$ cat config.mk
export PLATFORM = sky130hd
export DESIGN_NAME = spi_cfg_sequencer
export DESIGN_NICKNAME = d
export VERILOG_FILES = /design/src/rtl/spi_cfg_sequencer.sv
export SDC_FILE = /design/constraint.sdc
export NUM_CORES = 1
export LEC_CHECK = 0
export CORE_ASPECT_RATIO = 0.5
export CORE_UTILIZATION = 53
export CTS_BUF_LIST = sky130_fd_sc_hd__clkbuf_8
export DETAILED_ROUTE_END_ITERATION = 10
export DONT_BUFFER_PORTS = 1
export HOLD_SLACK_MARGIN = 0.03
export PLACE_DENSITY = 0.68
export SYNTH_ARGS = -nofsm -noshare
export SYNTH_HDL_FRONTEND = slang
export SYNTH_SLANG_ARGS = --single-unit
$ cat constraint.sdc
create_clock -name clk -period 3.4 [get_ports clk]
set_input_delay 0.85 -clock clk [delete_from_list [all_inputs] [get_ports clk]]
set_output_delay 0.85 -clock clk [all_outputs]
set_load 0.1 [all_outputs]
$ cat src/rtl/spi_cfg_sequencer.sv
// Init-ROM walker feeding the SPI frame serializer: fetches {addr,data} entries, hands write
// entries over valid/ready, waits for frame completion, and honours gap, delay and end markers.
module spi_cfg_sequencer #(
    parameter int NUM_ENTRIES = 368,
    parameter int ADDR_W      = 9,
    parameter int GAP_CYCLES  = 4,
    parameter int DELAY_UNIT  = 1000,
    parameter int TIMEOUT     = 4096
) (
    input  logic              clk,
    input  logic              reset,
    input  logic              start,
    output logic [ADDR_W-1:0] rom_addr,
    input  logic [23:0]       rom_data,
    output logic [23:0]       word_data,
    output logic              word_valid,
    input  logic              word_ready,
    input  logic              frame_done,
    output logic              busy,
    output logic              done,
    output logic              error,
    output logic [ADDR_W:0]   words_sent
);

    // state     | meaning
    // IDLE      | waiting for start
    // FETCH     | rom_addr presented to the ROM
    // DECODE    | rom_data sampled and classified
    // SEND      | word_valid held until word_ready
    // WAIT_DONE | waiting for frame_done, timeout running
    // GAP       | inter-frame idle
    // DELAY     | in-table delay countdown
    // FINISH    | walk completed, raise done
    // ERROR     | timeout, abandon walk
    typedef enum logic [3:0] {
        IDLE, FETCH, DECODE, SEND, WAIT_DONE, GAP, DELAY, FINISH, ERROR
    } state_t;

    localparam int DLY_W = $clog2(255 * DELAY_UNIT + 1);
    localparam int TMO_W = $clog2(TIMEOUT + 1);
    localparam int GAP_W = $clog2(GAP_CYCLES + 1);
    localparam int MX1_W = (DLY_W > TMO_W) ? DLY_W : TMO_W;
    localparam int MX2_W = (MX1_W > GAP_W) ? MX1_W : GAP_W;
    localparam int CNT_W = (MX2_W > 0) ? MX2_W : 1;

    localparam logic [ADDR_W-1:0] LAST_IDX = ADDR_W'(NUM_ENTRIES - 1);
    localparam logic [CNT_W-1:0]  GAP_LOAD = (GAP_CYCLES > 0) ? CNT_W'(GAP_CYCLES - 1) : '0;

    state_t           state;
    logic [CNT_W-1:0] cnt;
    logic             last_entry;

    // rom_addr doubles as the walk index; it only advances when another entry exists
    assign last_entry = (rom_addr == LAST_IDX);

    always_ff @(posedge clk or posedge reset) begin
        if (reset) begin
            state      <= IDLE;
            cnt        <= '0;
            rom_addr   <= '0;
            word_data  <= '0;
            word_valid <= 1'b0;
            busy       <= 1'b0;
            done       <= 1'b0;
            error      <= 1'b0;
            words_sent <= '0;
        end else begin
            case (state)
                IDLE: begin
                    if (start) begin
                        done       <= 1'b0;
                        error      <= 1'b0;
                        words_sent <= '0;
                        rom_addr   <= '0;
                        busy       <= 1'b1;
                        state      <= FETCH;
                    end
                end
                FETCH: state <= DECODE;
                DECODE: begin
                    if (rom_data[23:8] == 16'hFFFE) begin
                        state <= FINISH;
                    end else if (rom_data[23:8] == 16'hFFFF) begin
                        cnt   <= CNT_W'(rom_data[7:0]) * CNT_W'(DELAY_UNIT);
                        state <= DELAY;
                    end else begin
                        word_data  <= rom_data;
                        word_valid <= 1'b1;
                        state      <= SEND;
                    end
                end
                SEND: begin
                    if (word_ready) begin
                        word_valid <= 1'b0;
                        cnt        <= CNT_W'(TIMEOUT);
                        state      <= WAIT_DONE;
                    end
                end
                WAIT_DONE: begin
                    if (frame_done) begin
                        words_sent <= words_sent + 1'b1;
                        if (GAP_CYCLES > 0) begin
                            cnt   <= GAP_LOAD;
                            state <= GAP;
                        end else if (last_entry) begin
                            state <= FINISH;
                        end else begin
                            rom_addr <= rom_addr + 1'b1;
                            state    <= FETCH;
                        end
                    end else if (cnt == '0) begin
                        error <= 1'b1;
                        state <= ERROR;
                    end else begin
                        cnt <= cnt - 1'b1;
                    end
                end
                GAP, DELAY: begin
                    if (cnt != '0) begin
                        cnt <= cnt - 1'b1;
                    end else if (last_entry) begin
                        state <= FINISH;
                    end else begin
                        rom_addr <= rom_addr + 1'b1;
                        state    <= FETCH;
                    end
                end
                FINISH: begin
                    done  <= 1'b1;
                    busy  <= 1'b0;
                    state <= IDLE;
                end
                ERROR: begin
                    busy       <= 1'b0;
                    word_valid <= 1'b0;
                    state      <= IDLE;
                end
                default: state <= IDLE;
            endcase
        end
    end

endmodule

==> results.json, run 1 <==
{
  "status": "complete, but fails checks",
  "violations": "DRC, setup timing",
  "fin_crit_sh_pct": 122,
  "worst_hold_path_type": "in -> async",
  "ioPinCount": 76,
  "diodes": 0,
  "criticalPathCategory": "in -> reg",
  "fin_nets": 655,
  "grt_pass1_vias": 3741,
  "cts_tree": "done",
  "core_area_um2": 8890,
  "drtIter0Drc": 199,
  "cts_max_path_buffers": 2,
  "ys_ff_latch": 69,
  "cts-htree-levels": 3,
  "netlist.area_leader.share_pct": 34.8,
  "r2r_start": "cnt[0]",
  "worst_slack_ns": -0.741,
  "critPathMaxFanout": 7,
  "r2r-end": "cnt[17]",
  "critPathMaxStageDelay_ns": 0.56,
  "synth_area_leaders": "dfrtp_1, ha_1, fa_1",
  "cp.required_ns": 3.63,
  "routed-via-count": 3963,
  "hold_ws_ns": 0.435,
  "synthesis.area_um2": 4970,
  "layout_min_cycle_time_ns": 4.14,
  "grt_overflow": 0,
  "grt_usage_pct": 23.8,
  "drtAntennaViolNets": 0,
  "crit_path_start_kind": "primary input",
  "cts_root_buf": "clkbuf_8",
  "finClkSkew_ns": 0.00924,
  "avgSynthCellArea_um2": 9.61,
  "area_growth_pct": 16.8,
  "insertion_delay_ns": 0.35,
  "critPathMostFrequentCell": "fa_1",
  "r2r_cells": 8,
  "worstSetupEndpointType": "flip-flop",
  "rrSetupSlack_ns": 0.93,
  "netlist_instances": 517,
  "initial_core_util_pct": 55.9,
  "numPortBuffers": 0,
  "slew_viol_final": 0,
  "grt_antenna_before_repair": 0,
  "grt_max_degree": 29,
  "avgRoutedWirePerCell_um": 16.3,
  "die_w_um": 139,
  "path_clk_slew_ns": 0.08,
  "synth.most_common_cell": "dfrtp_1",
  "cts_buffers": 9,
  "arrival_ns": 4.38,
  "fp-row-count": 24,
  "synthDistinctLibCells": 59,
  "drcViolationCount": 5,
  "synthFlopType": "dfrtp_1",
  "maxSlewHeadroom_pct": 30.4,
  "place_congestion": 0.887,
  "maxCapViolCount": 0,
  "grt_pass1_wl_um": 18200,
  "holdBufCountCts": 0,
  "synthesis.nets": 610,
  "netlist_top_cells_count": "dfrtp_1, o21ai_0, ha_1, inv_1, nor2_1",
  "die_height_um": 70.4,
  "via_per_inst": 5.80,
  "hpwl_um": 8480,
  "worst_pin_slew_ns": 1.04,
  "path_cells": "fa_1, xor2_1, ha_1, inv_2, fa_1, fa_1, inv_2, ha_4, o21ai_2, o21bai_1, or3_4, a31oi_4, mux2i_1, nor2_1, a211o_1",
  "dieArea_um2": 9780,
  "drive_gt1_share_pct": 22.1,
  "rsz0062_at_grt": "yes",
  "synth_seq_area_share_pct": 34.8,
  "yosysWarningCount": 0,
  "cts_sinks": 69,
  "async_reset_ff_share_pct": 100,
  "wl_um": 11200,
  "slowest_stage": "fa_1",
  "hold_viol": 0,
  "yosys.area.top_type": "dfrtp_1",
  "setup_viol": 9,
  "synth_edf_count": 0,
  "fmax_mhz": 242,
  "dr.pass1.iters": 10
}
-- cell usage in the layout (no fill, tap or decap), drive strengths merged, types with 3 or more instances in the layout --
master	count
or3	7
xor2	10
and2b	3
o22ai	3
nor3	13
fa	21
ha	43
a22oi	9
nand2	35
clkbuf	9
mux2	24
a32oi	4
nand2b	3
dfrtp	69
o21ai	50
nand4	9
buf	50
a21oi	37
nor4	7
a211oi	3
clkinv	4
nor2	43
a21o	3
nand3	6
a31oi	9
a311oi	3
inv	43
o21a	3
xnor2	10
and3	7
-- cell families after synthesis --
family | after synthesis | synth area share [%]
and+or+nand+nor | 145 | 15.4
AOI/OAI and AO/OA | 134 | 16.4
DFF | 69 | 34.8
adders and majority gates | 64 | 19.3
buffers and inverters | 59 | 4.71
muxes | 26 | 5.85
xor gates and xnor gates | 20 | 3.53
-- state kept, by name (all words and copies together), names as in the netlist --
| name | flops |
|---|---|
| busy | 1 |
| cnt | 18 |
| done | 1 |
| error | 1 |
| rom_addr | 9 |
| state | 4 |
| word_data | 24 |
| word_valid | 1 |
| words_sent | 10 |
-- worst max path at each step --
| stage | depth (start not counted) | start | slack, ns | endpoint |
|---|---|---|---|---|
| 6_report | 15 | rom_data[0] | -0.74 | cnt[17] |
| 5_1_grt | 16 | rom_data[0] | -0.86 | cnt[14] |
| 4_1_cts | 15 | rom_data[2] | -0.70 | cnt[17] |
| 3_5_place_dp | 15 | rom_data[2] | -1.10 | cnt[17] |
| 3_3_place_gp | 15 | rom_data[2] | -0.99 | cnt[17] |
| 2_1_floorplan | 15 | rom_data[2] | -0.96 | cnt[17] |
-- cell type report --
cell class	count	area, um^2
Timing Repair Buffer	50	383
Clock inverter	6	65.1
Multi-Input combinational cell	389	3200
Sequential cell	69	1730
Tap cell	117	146
Inverter	43	161
Clock buffer	9	124
Fill cell	749	3090
-- layer usage --
layer  track usage (%)  vias up  wire (um)
met5                 0        -          0
met4              6.30        0         93
met3              5.83        9        643
met2              36.9      110       5210
met1              33.4     1913       5210
li1                  -     1931          -
-- per-stage QoR --
stage | worst slack [ns] | cell area, um^2 | cells | utilization (%) | setup TNS (ns)
after floorplan | -0.963 | 5000 | 517 | - | -5.89
after global placement | -0.990 | 5430 | 665 | 61.1 | -7.22
after detailed placement | -1.10 | 5430 | 665 | 61.1 | -7.92
after CTS | -0.697 | 5680 | 681 | 63.9 | -4.04
after global routing | -0.863 | 5800 | 683 | 65.3 | -5.50
final | -0.741 | 5800 | 683 | 65.3 | -4.51
-- what timing repair did --
action                     in CTS  in global routing
gates resized for setup        11                 19
pin swaps                      12                 29
setup endpoints to repair       8                  9
buffers inserted                1                  2
-- critical path, delay by kind of cell --
kind	cells	cell delay (ns)
muxes	1	0.21
adders and majority gates	5	1.98
and+or+nand+nor	2	0.46
AOI/OAI and AO/OA	4	0.58
buffers and inverters	2	0.11
xor gates and xnor gates	1	0.19
Power of run 1 is not shown: default switching activity piles up to over one toggle a cycle in this logic, so the estimate is an artifact.
==> inputs of run 2 (changes only) <==
CELL_PAD_IN_SITES_DETAIL_PLACEMENT = 1   (was unset)
CELL_PAD_IN_SITES_GLOBAL_PLACEMENT = 1   (was unset)
PLACE_DENSITY = 0.95   (was 0.68)
==> run 2 against run 1 <==
The flow finishes with violations (setup timing). Fmax fell by 3.3%. Die area did not move. Core utilization fell by 0.31 points. Count of clock-buffer cells in the layout did not move. Cell area fell by 0.47%.
==> results.json, run 2 (synthesis results as in run 1) <==
{
  "fin_crit_sh_pct": 126,
  "maxCapViolCount": 0,
  "maxSlewHeadroom_pct": 29.3,
  "crit_path_start_kind": "primary input",
  "dieArea_um2": 9780,
  "crit_buf_inv": 2,
  "crit_family": "adder cells",
  "hold_viol": 0,
  "status": "complete, but fails checks",
  "worst_hold_path_type": "in -> async",
  "fmax_mhz": 234,
  "drtIter0Drc": 266,
  "fp-row-count": 24,
  "grt_max_degree": 39,
  "cts_buffers": 9,
  "holdBufCountCts": 0,
  "hpwl_um": 11300,
  "cts_root_buf": "clkbuf_8",
  "grt_pass1_vias": 4963,
  "cts_sinks": 69,
  "most-common-layout-cells": "dfrtp_1, buf_4, nor2_1",
  "fin_area_um2": 5770,
  "drtAntennaViolNets": 0,
  "reg_top3": "word_data (24), cnt (18), words_sent (10)",
  "slowest_stage": "fa_2",
  "die_height_um": 70.4,
  "violations": "setup timing",
  "place_congestion": 0.897,
  "largest-register": "word_data",
  "path_clk_slew_ns": 0.10,
  "setup_viol": 9,
  "via_per_inst": 6.52,
  "insertion_delay_ns": 0.38,
  "die_w_um": 139,
  "final_common_cell": "dfrtp_1",
  "dr.pass1.iters": 10,
  "grt_usage_pct": 34.5,
  "worstSetupEndpointType": "flip-flop",
  "initial_core_util_pct": 55.9,
  "path_cells": "fa_2, xor2_1, ha_1, inv_2, fa_1, fa_1, inv_2, ha_4, o21ai_4, o21bai_4, or3_4, a31oi_4, mux2i_1, nor2_1, a211o_1",
  "worst_slack_ns": -0.880,
  "criticalPathCategory": "in -> reg",
  "layout_min_cycle_time_ns": 4.28,
  "critPathMaxStageDelay_ns": 0.58,
  "cts-htree-levels": 3,
  "fin_nets": 653,
  "area_growth_pct": 16.3,
  "multi_input_area_um2": 3190,
  "finClkSkew_ns": 0.0192,
  "worst_pin_slew_ns": 1.06,
  "arrival_ns": 4.54,
  "numPortBuffers": 0,
  "largest_reg_flops": 24,
  "drive_gt1_share_pct": 22.3,
  "avgRoutedWirePerCell_um": 23.7,
  "cp.required_ns": 3.66,
  "wl_um": 16100,
  "cts_tree": "done",
  "ioPinCount": 76,
  "cts_max_path_buffers": 2,
  "regArea_um2": 1730,
  "critPathMaxFanout": 7,
  "grt_antenna_before_repair": 0,
  "placed_area_um2": 5420,
  "rsz0062_at_grt": "yes",
  "drcViolationCount": 0,
  "n_fill_cell": 970,
  "routed-via-count": 4444,
  "grt_pass1_wl_um": 25600,
  "diodes": 0,
  "slew_viol_final": 0,
  "grt_overflow": 0,
  "core_area_um2": 8890
}
run 2: routing by layer:
metal,track usage (%),wire [um],vias up
li1,-,-,1921
met1,37.5,6260,2250
met2,60.7,8130,197
met3,9.88,977,76
met4,21.0,767,0
met5,0,0,-
run 2: cell type report:
class	instances	share of cell area [%]
sequential	69	29.9
tap	117	2.54
multi-input combinational	389	55.2
inverter	43	2.80
clock inverter	7	0.867
timing repair buffer	48	6.52
clock buffer	9	2.15
run 2: what timing repair did:
action                                  in CTS  in global routing
setup buffers                                2                  2
gates resized for setup                     27                  6
endpoints found under the setup margin       9                  9
pin swaps                                   15                  7
run 2: through the flow:
step                      std cells  util, %  hold slack [ns]  TNS, ns  setup slack [ns]
after floorplan                 517        -            0.485    -5.89            -0.963
after global placement          662     61.0            0.516    -7.17            -0.979
after detailed placement        662     61.0            0.548    -9.91             -1.34
after CTS                       680     64.4            0.493    -4.61            -0.719
after global routing            682     65.0            0.532    -6.46            -0.937
final                           682     65.0            0.477    -5.84            -0.880
run 2: final timing paths:
path | from | endpoint | slack (ns) | cells past startpoint
max | rom_data[2] | cnt[17] | -0.88 | 15
min | reset | word_data[1] | 0.48 | 1
max reg2reg | cnt[4] | cnt[17] | 0.81 | 7
min reg2reg | cnt[9] | cnt[9] | 0.58 | 2
max in group asynchronous | reset | cnt[16] | 2.25 | 2
min in group clk | frame_done | state[3] | 0.55 | 1
Power of run 2 is left out for the same reason.
==> inputs of run 3 (changes only) <==
CORE_UTILIZATION = 55   (was 53)
SLEW_MARGIN = 20   (was unset)
==> run 3 against run 2 <==
The flow still finishes with violations (setup timing). Die area is 3.6% lower. Register-to-register slack worse by 0.61 ns. Clock skew is 0.0030 ns higher. Count of clock-buffer cells in the layout stayed put. Sequential share of layout area is 0.50 points lower. Final cell count is 0.15% higher. Critical path depth stayed put. Setup slack worse by 0.39 ns. Core utilization is 2.2 points higher. First-iteration DRC count is 97% higher. Non-clock buffer count is 2 higher. Hold slack worse by 0.056 ns.
==> results.json, run 3 (synthesis results as in run 1) <==
{
  "dpl_worst_slack_ns": -1.37,
  "regArea_um2": 1730,
  "fmax_mhz": 214,
  "place_inst": 662,
  "r2r-end": "cnt[12]",
  "insertion_delay_ns": 0.38,
  "grt_usage_pct": 43.5,
  "setup_viol": 10,
  "multi_input_area_um2": 3210,
  "wl_um": 21300,
  "dr.pass1.iters": 6,
  "hold_ws_ns": 0.421,
  "drcViolationCount": 0,
  "critPathMaxFanout": 7,
  "core_area_um2": 8740,
  "hpwl_um": 11500,
  "path_cells": "fa_2, xor2_4, ha_4, inv_4, fa_1, fa_1, inv_2, ha_4, buf_4, buf_6, a41o_1, o21ai_2, xnor2_1, a22oi_1, o21ai_0",
  "initial_core_util_pct": 56.8,
  "rsz0062_at_grt": "yes",
  "critPathMaxStageDelay_ns": 0.63,
  "cts_buffers": 9,
  "critPathCapture": "cnt[16]",
  "final_common_cell": "dfrtp_1",
  "slew_viol_final": 0,
  "reg_top3": "word_data (24), cnt (18), words_sent (10)",
  "area_growth_pct": 18.2,
  "status": "complete, but fails checks",
  "critPathLaunch": "rom_data[2]",
  "routed-via-count": 4946,
  "grt_pass1_vias": 5198,
  "fin_nets": 655,
  "largest_reg_flops": 24,
  "most-common-layout-cells": "dfrtp_1, buf_4, nor2_1",
  "grt_overflow": 0,
  "r2r_cells": 9,
  "drtAntennaViolNets": 0,
  "numPortBuffers": 0,
  "place_congestion": 0.901,
  "via_per_inst": 7.24,
  "cts_root_buf": "clkbuf_8",
  "hold_viol": 0,
  "fin_crit_sh_pct": 137,
  "cts_sinks": 69,
  "die_w_um": 136,
  "path_clk_slew_ns": 0.10,
  "cp.required_ns": 3.59,
  "n_fill_cell": 933,
  "holdBufCountCts": 0,
  "post-route-util_pct": 67.2,
  "fp-row-count": 24,
  "maxCapViolCount": 0,
  "cts_max_path_buffers": 2,
  "finClkSkew_ns": 0.0222,
  "grt_max_degree": 29,
  "crit_path_start_kind": "primary input",
  "worst_hold_path_type": "in -> async",
  "layout_min_cycle_time_ns": 4.67,
  "arrival_ns": 4.86,
  "dieArea_um2": 9440,
  "grt_pass1_wl_um": 29900,
  "violations": "setup timing",
  "drive_gt1_share_pct": 23.0,
  "maxSlewHeadroom_pct": 27.5,
  "worst_pin_slew_ns": 1.09,
  "ioPinCount": 76,
  "avgRoutedWirePerCell_um": 31.2,
  "cts-htree-levels": 3,
  "die_height_um": 69.2,
  "slowest_stage": "fa_2",
  "diodes": 0,
  "rrSetupSlack_ns": 0.20,
  "largest-register": "word_data",
  "worst_slack_ns": -1.27,
  "grt_antenna_before_repair": 1,
  "worstSetupEndpointType": "flip-flop",
  "r2r_start": "cnt[1]",
  "criticalPathCategory": "in -> reg",
  "cts_tree": "done",
  "drtIter0Drc": 524,
  "fin_cells": 683
}
-- run 3: changes by cell type in the layout (fill, tap and decap cells not counted), moves of 2 or more --
cell / change
o21ai_2: +2
a22oi_2: +4
a22oi_1: -4
buf_6: +2
bufinv_16: +3
inv_2: -2
clkinvlp_4: -2
-- run 3: routing by layer --
metal	up-vias	wire [um]	GRT usage (%)
met3	171	1940	12.8
met2	424	10000	70.8
met1	2426	7350	46.7
met4	2	1990	37.3
li1	1923	-	-
met5	-	9	0
-- run 3: per-stage QoR --
step                instance area, um^2  setup TNS [ns]
finish                             5870           -8.23
global route                       5870           -8.69
CTS                                5800           -5.64
detailed placement                 5410          -10.09
global placement                   5410           -7.17
floorplan                          5000           -5.89
-- run 3: worst min path at each step --
stage,startpoint,end,slack [ns],cells past startpoint
after floorplan,cnt[15],cnt[15],0.48,2
after global placement,cnt[10],cnt[10],0.52,2
after detailed placement,cnt[10],cnt[10],0.53,2
after CTS,reset,rom_addr[5],0.44,1
after global routing,reset,rom_addr[8],0.46,1
final,reset,rom_addr[1],0.42,1
-- run 3: repair_timing --
item                       4_1_cts  5_1_grt
gates cloned                     0        0
buffers inserted                 4        2
resized for setup               28       10
pin swaps                       19       16
setup endpoints to repair        9       10
-- run 3: final cells by class --
| cell class | count | area share [%] |
|---|---|---|
| multi-input combinational | 389 | 54.6 |
| sequential | 69 | 29.4 |
| timing repair buffer | 50 | 6.58 |
| inverter | 43 | 2.86 |
| tap | 117 | 2.49 |
| clock buffer | 9 | 2.11 |
| clock inverter | 6 | 1.92 |
-- run 3: worst max-delay path: cells and delay by family --
kind | cells | cell delay [ns]
adders and majority gates | 5 | 2.19
buffers and inverters | 4 | 0.34
xor gates and xnor gates | 2 | 0.40
AOI/OAI and AO/OA | 4 | 1.05
Power of run 3 is left out for the same reason.
